**src/rtl/posit8_decoded_mul_seq.sv**
```systemverilog
// Sequential radix-2 shift-add multiplier for decoded posit8 (es=0) operands.
// Produces an unrounded, normalized product for the encode/round stage.
module posit8_decoded_mul_seq #(
   parameter int SIG_W   = 6,
   parameter int SCALE_W = 4
) (
   input  logic                 clk,
   input  logic                 rst,
   input  logic                 in_valid,
   output logic                 in_ready,
   input  logic                 a_sign,
   input  logic [SCALE_W-1:0]   a_scale,
   input  logic [SIG_W-1:0]     a_sig,
   input  logic                 a_zero,
   input  logic                 a_nar,
   input  logic                 b_sign,
   input  logic [SCALE_W-1:0]   b_scale,
   input  logic [SIG_W-1:0]     b_sig,
   input  logic                 b_zero,
   input  logic                 b_nar,
   output logic                 out_valid,
   input  logic                 out_ready,
   output logic                 p_sign,
   output logic [SCALE_W:0]     p_scale,
   output logic [2*SIG_W-1:0]   p_sig,
   output logic                 p_zero,
   output logic                 p_nar
);

   localparam int PROD_W = 2 * SIG_W;
   localparam int CNT_W  = $clog2(SIG_W + 1);

   typedef enum logic [1:0] {
      IDLE,
      BUSY,
      NORM,
      DONE
   } state_t;

   state_t              state_q, state_d;
   logic [PROD_W-1:0]   mcand_q, mcand_d;
   logic [SIG_W-1:0]    mplier_q, mplier_d;
   logic [PROD_W-1:0]   acc_q, acc_d;
   logic [CNT_W-1:0]    cnt_q, cnt_d;
   logic                sign_q, sign_d;
   logic [SCALE_W:0]    scaleSum_q, scaleSum_d;
   logic                pSign_q, pSign_d;
   logic [SCALE_W:0]    pScale_q, pScale_d;
   logic [PROD_W-1:0]   pSig_q, pSig_d;
   logic                pZero_q, pZero_d;
   logic                pNar_q, pNar_d;

   logic                accept;
   logic                anyNar;
   logic                anyZero;
   logic [SCALE_W:0]    scaleSumIn;

   assign in_ready   = (state_q == IDLE);
   assign out_valid  = (state_q == DONE);
   assign accept     = in_valid && in_ready;
   assign anyNar     = a_nar || b_nar;
   assign anyZero    = a_zero || b_zero;
   assign scaleSumIn = {a_scale[SCALE_W-1], a_scale} + {b_scale[SCALE_W-1], b_scale};

   assign p_sign  = pSign_q;
   assign p_scale = pScale_q;
   assign p_sig   = pSig_q;
   assign p_zero  = pZero_q;
   assign p_nar   = pNar_q;

   // The multiplicand is pre-shifted and the multiplier shifted right each BUSY
   // cycle, which is the same as testing bit[cnt] and adding multiplicand<<cnt.
   always_comb begin
      state_d    = state_q;
      mcand_d    = mcand_q;
      mplier_d   = mplier_q;
      acc_d      = acc_q;
      cnt_d      = cnt_q;
      sign_d     = sign_q;
      scaleSum_d = scaleSum_q;
      pSign_d    = pSign_q;
      pScale_d   = pScale_q;
      pSig_d     = pSig_q;
      pZero_d    = pZero_q;
      pNar_d     = pNar_q;

      unique case (state_q)
         IDLE: begin
            if (accept) begin
               mcand_d    = {{SIG_W{1'b0}}, a_sig};
               mplier_d   = b_sig;
               sign_d     = a_sign ^ b_sign;
               scaleSum_d = scaleSumIn;
               if (anyNar) begin
                  pSign_d  = 1'b1;
                  pScale_d = '0;
                  pSig_d   = '0;
                  pZero_d  = 1'b0;
                  pNar_d   = 1'b1;
                  state_d  = DONE;
               end else if (anyZero) begin
                  pSign_d  = 1'b0;
                  pScale_d = '0;
                  pSig_d   = '0;
                  pZero_d  = 1'b1;
                  pNar_d   = 1'b0;
                  state_d  = DONE;
               end else begin
                  acc_d   = '0;
                  cnt_d   = '0;
                  state_d = BUSY;
               end
            end
         end

         BUSY: begin
            if (mplier_q[0]) begin
               acc_d = acc_q + mcand_q;
            end
            mcand_d  = mcand_q << 1;
            mplier_d = mplier_q >> 1;
            cnt_d    = cnt_q + CNT_W'(1);
            if (cnt_q == CNT_W'(SIG_W - 1)) begin
               state_d = NORM;
            end
         end

         NORM: begin
            // Product of two [1,2) significands lies in [1,4): at most one shift.
            if (acc_q[PROD_W-1]) begin
               pSig_d   = acc_q;
               pScale_d = scaleSum_q + (SCALE_W+1)'(1);
            end else begin
               pSig_d   = acc_q << 1;
               pScale_d = scaleSum_q;
            end
            pSign_d = sign_q;
            pZero_d = 1'b0;
            pNar_d  = 1'b0;
            state_d = DONE;
         end

         DONE: begin
            if (out_ready) begin
               state_d = IDLE;
            end
         end

         default: state_d = IDLE;
      endcase
   end

   always_ff @(posedge clk or posedge rst) begin
      if (rst) begin
         state_q    <= IDLE;
         mcand_q    <= '0;
         mplier_q   <= '0;
         acc_q      <= '0;
         cnt_q      <= '0;
         sign_q     <= 1'b0;
         scaleSum_q <= '0;
         pSign_q    <= 1'b0;
         pScale_q   <= '0;
         pSig_q     <= '0;
         pZero_q    <= 1'b0;
         pNar_q     <= 1'b0;
      end else begin
         state_q    <= state_d;
         mcand_q    <= mcand_d;
         mplier_q   <= mplier_d;
         acc_q      <= acc_d;
         cnt_q      <= cnt_d;
         sign_q     <= sign_d;
         scaleSum_q <= scaleSum_d;
         pSign_q    <= pSign_d;
         pScale_q   <= pScale_d;
         pSig_q     <= pSig_d;
         pZero_q    <= pZero_d;
         pNar_q     <= pNar_d;
      end
   end

endmodule

```
**config.mk**
```make
export PLATFORM = sky130hd
export DESIGN_NAME = posit8_decoded_mul_seq
export DESIGN_NICKNAME = d
export VERILOG_FILES = /design/src/rtl/posit8_decoded_mul_seq.sv
export SDC_FILE = /design/constraint.sdc
export NUM_CORES = 1
export LEC_CHECK = 0
export BUFFER_PORTS_ARGS = -buffer_cell sky130_fd_sc_hd__buf_2
export CORE_MARGIN = 1
export CORE_UTILIZATION = 47
export CTS_CLUSTER_DIAMETER = 40
export DETAILED_ROUTE_END_ITERATION = 6
export PLACE_DENSITY = 0.71
export SLEW_MARGIN = 20
export SYNTH_ARGS = -nofsm -noshare
export SYNTH_HDL_FRONTEND = slang
export SYNTH_SLANG_ARGS = --single-unit
export TNS_END_PERCENT = 50
```
**constraint.sdc**
```tcl
create_clock -name clk -period 2.1 [get_ports clk]
set_input_delay 0 -clock clk [delete_from_list [all_inputs] [get_ports clk]]
set_output_delay 0 -clock clk [all_outputs]
set_load 0.02 [all_outputs]
```
* Word-level counts from Yosys, hierarchy flattened *
Cells that the tools add are included.
Widths: inputs -> output; s select.

operators by class
  add/subtract/negate cells = 4
  $mul = 0
  div/mod/pow operators = 0
  $lt $le $gt $ge = 0
  equality and inequality tests = 11
  shift-type cells = 0
  mux-type cells = 38
  bitwise logic cells = 1
  reductions and logical operators = 12

operators by type and width
  cell                 count
  $mux 12              9
  $pmux 12 s2          3
  $mux 5               4
  $add 12x12->12       1
  $pmux 6 s2           1
  $mux 2               5
  $pmux 5 s2           1
  $mux 3               3
  $ne 2x2->1 const B   4
  $pmux 2 s4           1
  $mux 1               6
  $mux 6               1
  $pmux 1 s2           3
  $pmux 3 s2           1
  $reduce_and 3->1     2
  $add 4x4->5          1
  $add 5x1->5 const B  1
  $reduce_and 5->1     1
  $eq 2x2->1 const B   2
  $ne 2x1->1 const B   2
  $reduce_and 2->1     2
  $reduce_and 4->1     1
  $reduce_bool 2->1    2
  $add 3x1->3 const B  1
  7 further kinds      8

storage, ports and cells
  flip-flop bits (word level) = 61
  bits in latches = 0
  memory bits (writable) = 0
  memory bits (read-only) = 0
  bits of input ports = 30
  output and inout port bits = 22
  memories = 0

* Depth between registers and ports, before layout *
  depth in word-level cells = 5
  mapped depth = 8

* Least setup slack after synthesis *
OpenSTA, ideal clock, no wires.

  path type = register to register
  start point = register mcand_q[0]
  end point = register acc_q[10]
  setup time = 69 ps
  arrival time = 2202 ps
  required time = 2031 ps
  setup slack = -170 ps
  cell stages (with the launch flop) = 9
  path through = dfrtp_1 ha_1 fa_1 a21o_1 a21o_1 a21oi_1 o31ai_1 or4b_1 nand3_1

on the way
  cells in the longest elaborated chain, start to end = 3

RTL lines
  what                    RTL line  source
  from (decl)             41        logic [PROD_W-1:0] mcand_q, mcand_d;
  from (signal assigned)  169       mcand_q <= mcand_d;
  $add 12x12->12          118       acc_d = acc_q + mcand_q;
  $mux 12                 117       if (mplier_q[0]) begin
  $pmux 12 s2             87        unique case (state_q)
  to (signal assigned)    158       acc_q <= '0;
  to (signal assigned)    171       acc_q <= acc_d;
  to (decl)               43        logic [PROD_W-1:0] acc_q, acc_d;

Every way passes these cells. The select of a mux whose other input is x is not followed.
A chain may end at the register's enable or synchronous reset.

* Worst setup path in the final report *
  start point = register mcand_q[1]
  end point = register acc_q[11]

The elaborated chain is that of the path after synthesis.

==> summary.md <==
| Metric | Value |
|---|---|
| P_sw | 0.002331 W |
| Violated checks | setup timing |
| Number of buffers created by CTS | 9 |
| DR vias/cell | 5.268 |
| Top-area cell type share of the netlist area | 0.4583 |
| CTS Sinks | 61 |
| DR DRC count | 0 |
| Filler cells | 595 |
| Gp weighted congestion | 0.7933 |
| Synth warnings | 0 |
| Share of cells above drive strength 1 | 0.2653 |
| Antenna Nets Post-Route | 0 |
| Actual slew at the worst max-slew pin | 0.8865 ns |
| Total Wirelength | 7.126 mm |
| Root Buffer | clkbuf_8 |
| Die Wd | 86.18 um |
| Final Hold Fails | 0 |
| Synthesized area per cell | 10.15 sq um |
| Via count | 2,750 |
| Largest net degree at the start of global routing | 29 |
| Most numerous cell in the Yosys netlist | dfrtp_1 |
| Switching Share | 0.3998 |
| Fin crit period | 2.159 ns |
| CP Launch Type | register |
| Achievable Freq | 463.1 MHz |
| Post-Syn Instances | 328 |
| Initial Utilization | 0.4875 |
| Seq cells post-synth | 61 |
| Synth top area cells | dfrtp_1 (46%), ha_1 (8.3%), o21ai_0 (7.2%) |
| CORE AREA | 6832 sq um |
| Synthesized cell area | 3331 sq um |
| PD cells | 1361 nW/um^2 |
| Antenna diode instance count | 0 |
| Final period util | 1.028 |
| Post-DP Area | 3879 sq um |
| Final Max Tran Viols | 0 |
| Non-Filler Instances | 522 |
| Setup ws final | -0.05916 ns |
| Vias in the first global route | 2,774 |
| EDFF count, synth | 0 |
| Post-placement cell count | 490 |
| Hold Path Class | in2reg |
| Async S/R FF share, synth | 1.000 |
| Reg clk slew, reported paths | 0.07 ns |
| Reg power frac | 0.337 |
| Top fanout value on the critical path | 3 |
| Main synth FF type | dfrtp_1 |
| Power Total | 0.005829 W |
| Final setup viols | 2 |
| Syn Nets | 382 |
| Wire per inst | 13.65 um |
| Die Area | 7427 sq um |
| Hold_sp | b_scale[0] |
| Unrepaired setup endpoints after global routing | yes |
| Top Ports | 52 |
| Bufs on Longest Clock Path | 2 |
| CP startpoint | mcand_q[1] |
| Iteration-0 DRC count of the detailed router | 159 |
| # H-tree levels | 3 |
| Clk Latency, worst-skew pair | 0.34 ns |
| Comb power frac | 0.463 |
| Setup Skew | 0.008566 ns |
| Cell taking the most area after synthesis | dfrtp_1 |
| All-layer global routing usage | 0.2147 |
| Max Cap Violations | 0 |
| Hold WS | 0.01329 ns |
| WP data required | 2.32 ns |
| DP HPWL | 5.148 mm |
| First-pass GRT wire length | 12.47 mm |
| Cell variety after synth | 47 |
| Relative slew slack | 0.4090 |
| Element type at the critical path end | register |
| Initial antenna violation count | 0 |
| R2R Setup Slk | -0.06 ns |
| Layout Nets | 475 |
| WS Path Type | reg2reg |
| Die H | 86.18 um |
| Post-Route Utilization | 0.6271 |
| Int Power | 0.003499 W |
| Seq/Total Area, Yosys | 0.4583 |
| Clk network pwr share | 0.200 |
| TritonCTS clock tree | built |
| Synth top cells by count | dfrtp_1 (61), nand2_1 (54), o21ai_0 (48) |
| DR pass1 iterations | 4 |
| Grt total ovfl | 0 |
| Outcome | finished with violations |
| # port buffers | 51 |
| R2R Path Start | mcand_q[1] |
| Area grow syn2layout | 28.63% |
| Arrival @ worst endpoint | 2.38 ns |
| Final Instance Area | 4284 sq um |
| Max VDD drop | 0.7407 mV |
| P_leak | 2.074 nW |
| Cell Rows | 30 |
-- cell usage in the layout (no fill, tap or decap), drive strengths merged, types with 2 or more instances in the layout --
master,n
a211o,3
a211oi,2
a21o,6
a21oi,8
a22o,13
a31oi,2
and2,3
buf,81
bufinv,2
clkbuf,10
clkinv,3
dfrtp,61
dlygate4sd3,15
fa,2
ha,22
inv,8
mux2,3
mux2i,22
nand2,54
nand3,5
nand4,2
nand4b,2
nor2,5
nor2b,2
nor3,2
nor3b,3
nor4,3
nor4b,2
o211ai,3
o21ai,50
xnor2,7
xor2,6
-- power groups by stage --
stage               clock network (W)  registers [W]  logic [W]
finish                        0.00117        0.00196    0.00270
global route                  0.00124        0.00202    0.00306
CTS                           0.00119        0.00196    0.00271
detailed placement                  0        0.00199    0.00265
global placement                    0        0.00196    0.00258
floorplan                           0        0.00208    0.00165
-- sequential cells by signal, summed over array words and instances, names as in the netlist --
signal	count
acc_q	12
mcand_q	12
p_sig	12
mplier_q	6
p_scale	5
scaleSum_q	5
cnt_q	3
state_q	2
p_nar	1
p_sign	1
p_zero	1
sign_q	1
-- repair_timing --
| item | CTS | global route |
|---|---|---|
| pin swaps | 2 | 3 |
| hold buffers | 14 | 1 |
| buffers inserted | 1 | 0 |
| endpoints found under the hold margin | 32 | 1 |
| resized for setup | 1 | 6 |
| setup endpoints to repair | 3 | 5 |
-- layer usage --
layer	GRT usage	share of wire
met1	0.2706	0.45
met2	0.3716	0.50
met3	0.03524	0.033
met4	0.08030	0.015
met5	0	0
-- per-stage QoR --
step            TNS, ns  setup WS, ns
2_1_floorplan  -0.03009      -0.03009
3_3_place_gp   -0.06592      -0.05645
3_5_place_dp    -0.1857       -0.1105
4_1_cts         -0.1277      -0.08510
5_1_grt         -0.3466       -0.1681
6_report        -0.1014      -0.05916
-- path summary, 6_finish.rpt --
| path | to | cells after the start |
|---|---|---|
| hold / removal | scaleSum_q[0] | 3 |
| hold reg to reg | p_sig[2] | 2 |
| min in group asynchronous | scaleSum_q[4] | 3 |
| setup reg to reg | acc_q[11] | 7 |
| setup / recovery | acc_q[11] | 7 |
| max in group asynchronous | p_sig[3] | 4 |
-- layout make-up --
type                       instances  area [sq um]  share of cell area
timing repair buffer              96         630.6              0.1472
tap                               96         120.1             0.02804
sequential                        61          1526              0.3563
clock inverter                     6         86.33             0.02015
clock buffer                      10         137.6             0.03213
inverter                           8         30.03            0.007009
multi-input combinational        245          1753              0.4092
-- critical path, cell delays in order (launching register included) --
cell and delay [ns]:
dfrtp_1 0.43, ha_1 0.32, a211o_1 0.26, o211ai_1 0.15
a2111oi_2 0.14, o31a_1 0.31, o211a_1 0.22, a211o_1 0.21
-- kinds of logic (layout without fill, tap and decap cells) --
logic type,after synthesis,after routing,synth area share
adders and majority gates,24,24,0.09466
muxes,25,25,0.07626
AOI/OAI and AO/OA,95,95,0.1814
and+or+nand+nor,88,88,0.1296
buffers and inverters,22,120,0.02554
xor gates and xnor gates,13,13,0.03419
DFF,61,61,0.4583
No activity file was read; power rests on OpenSTA's default activity.
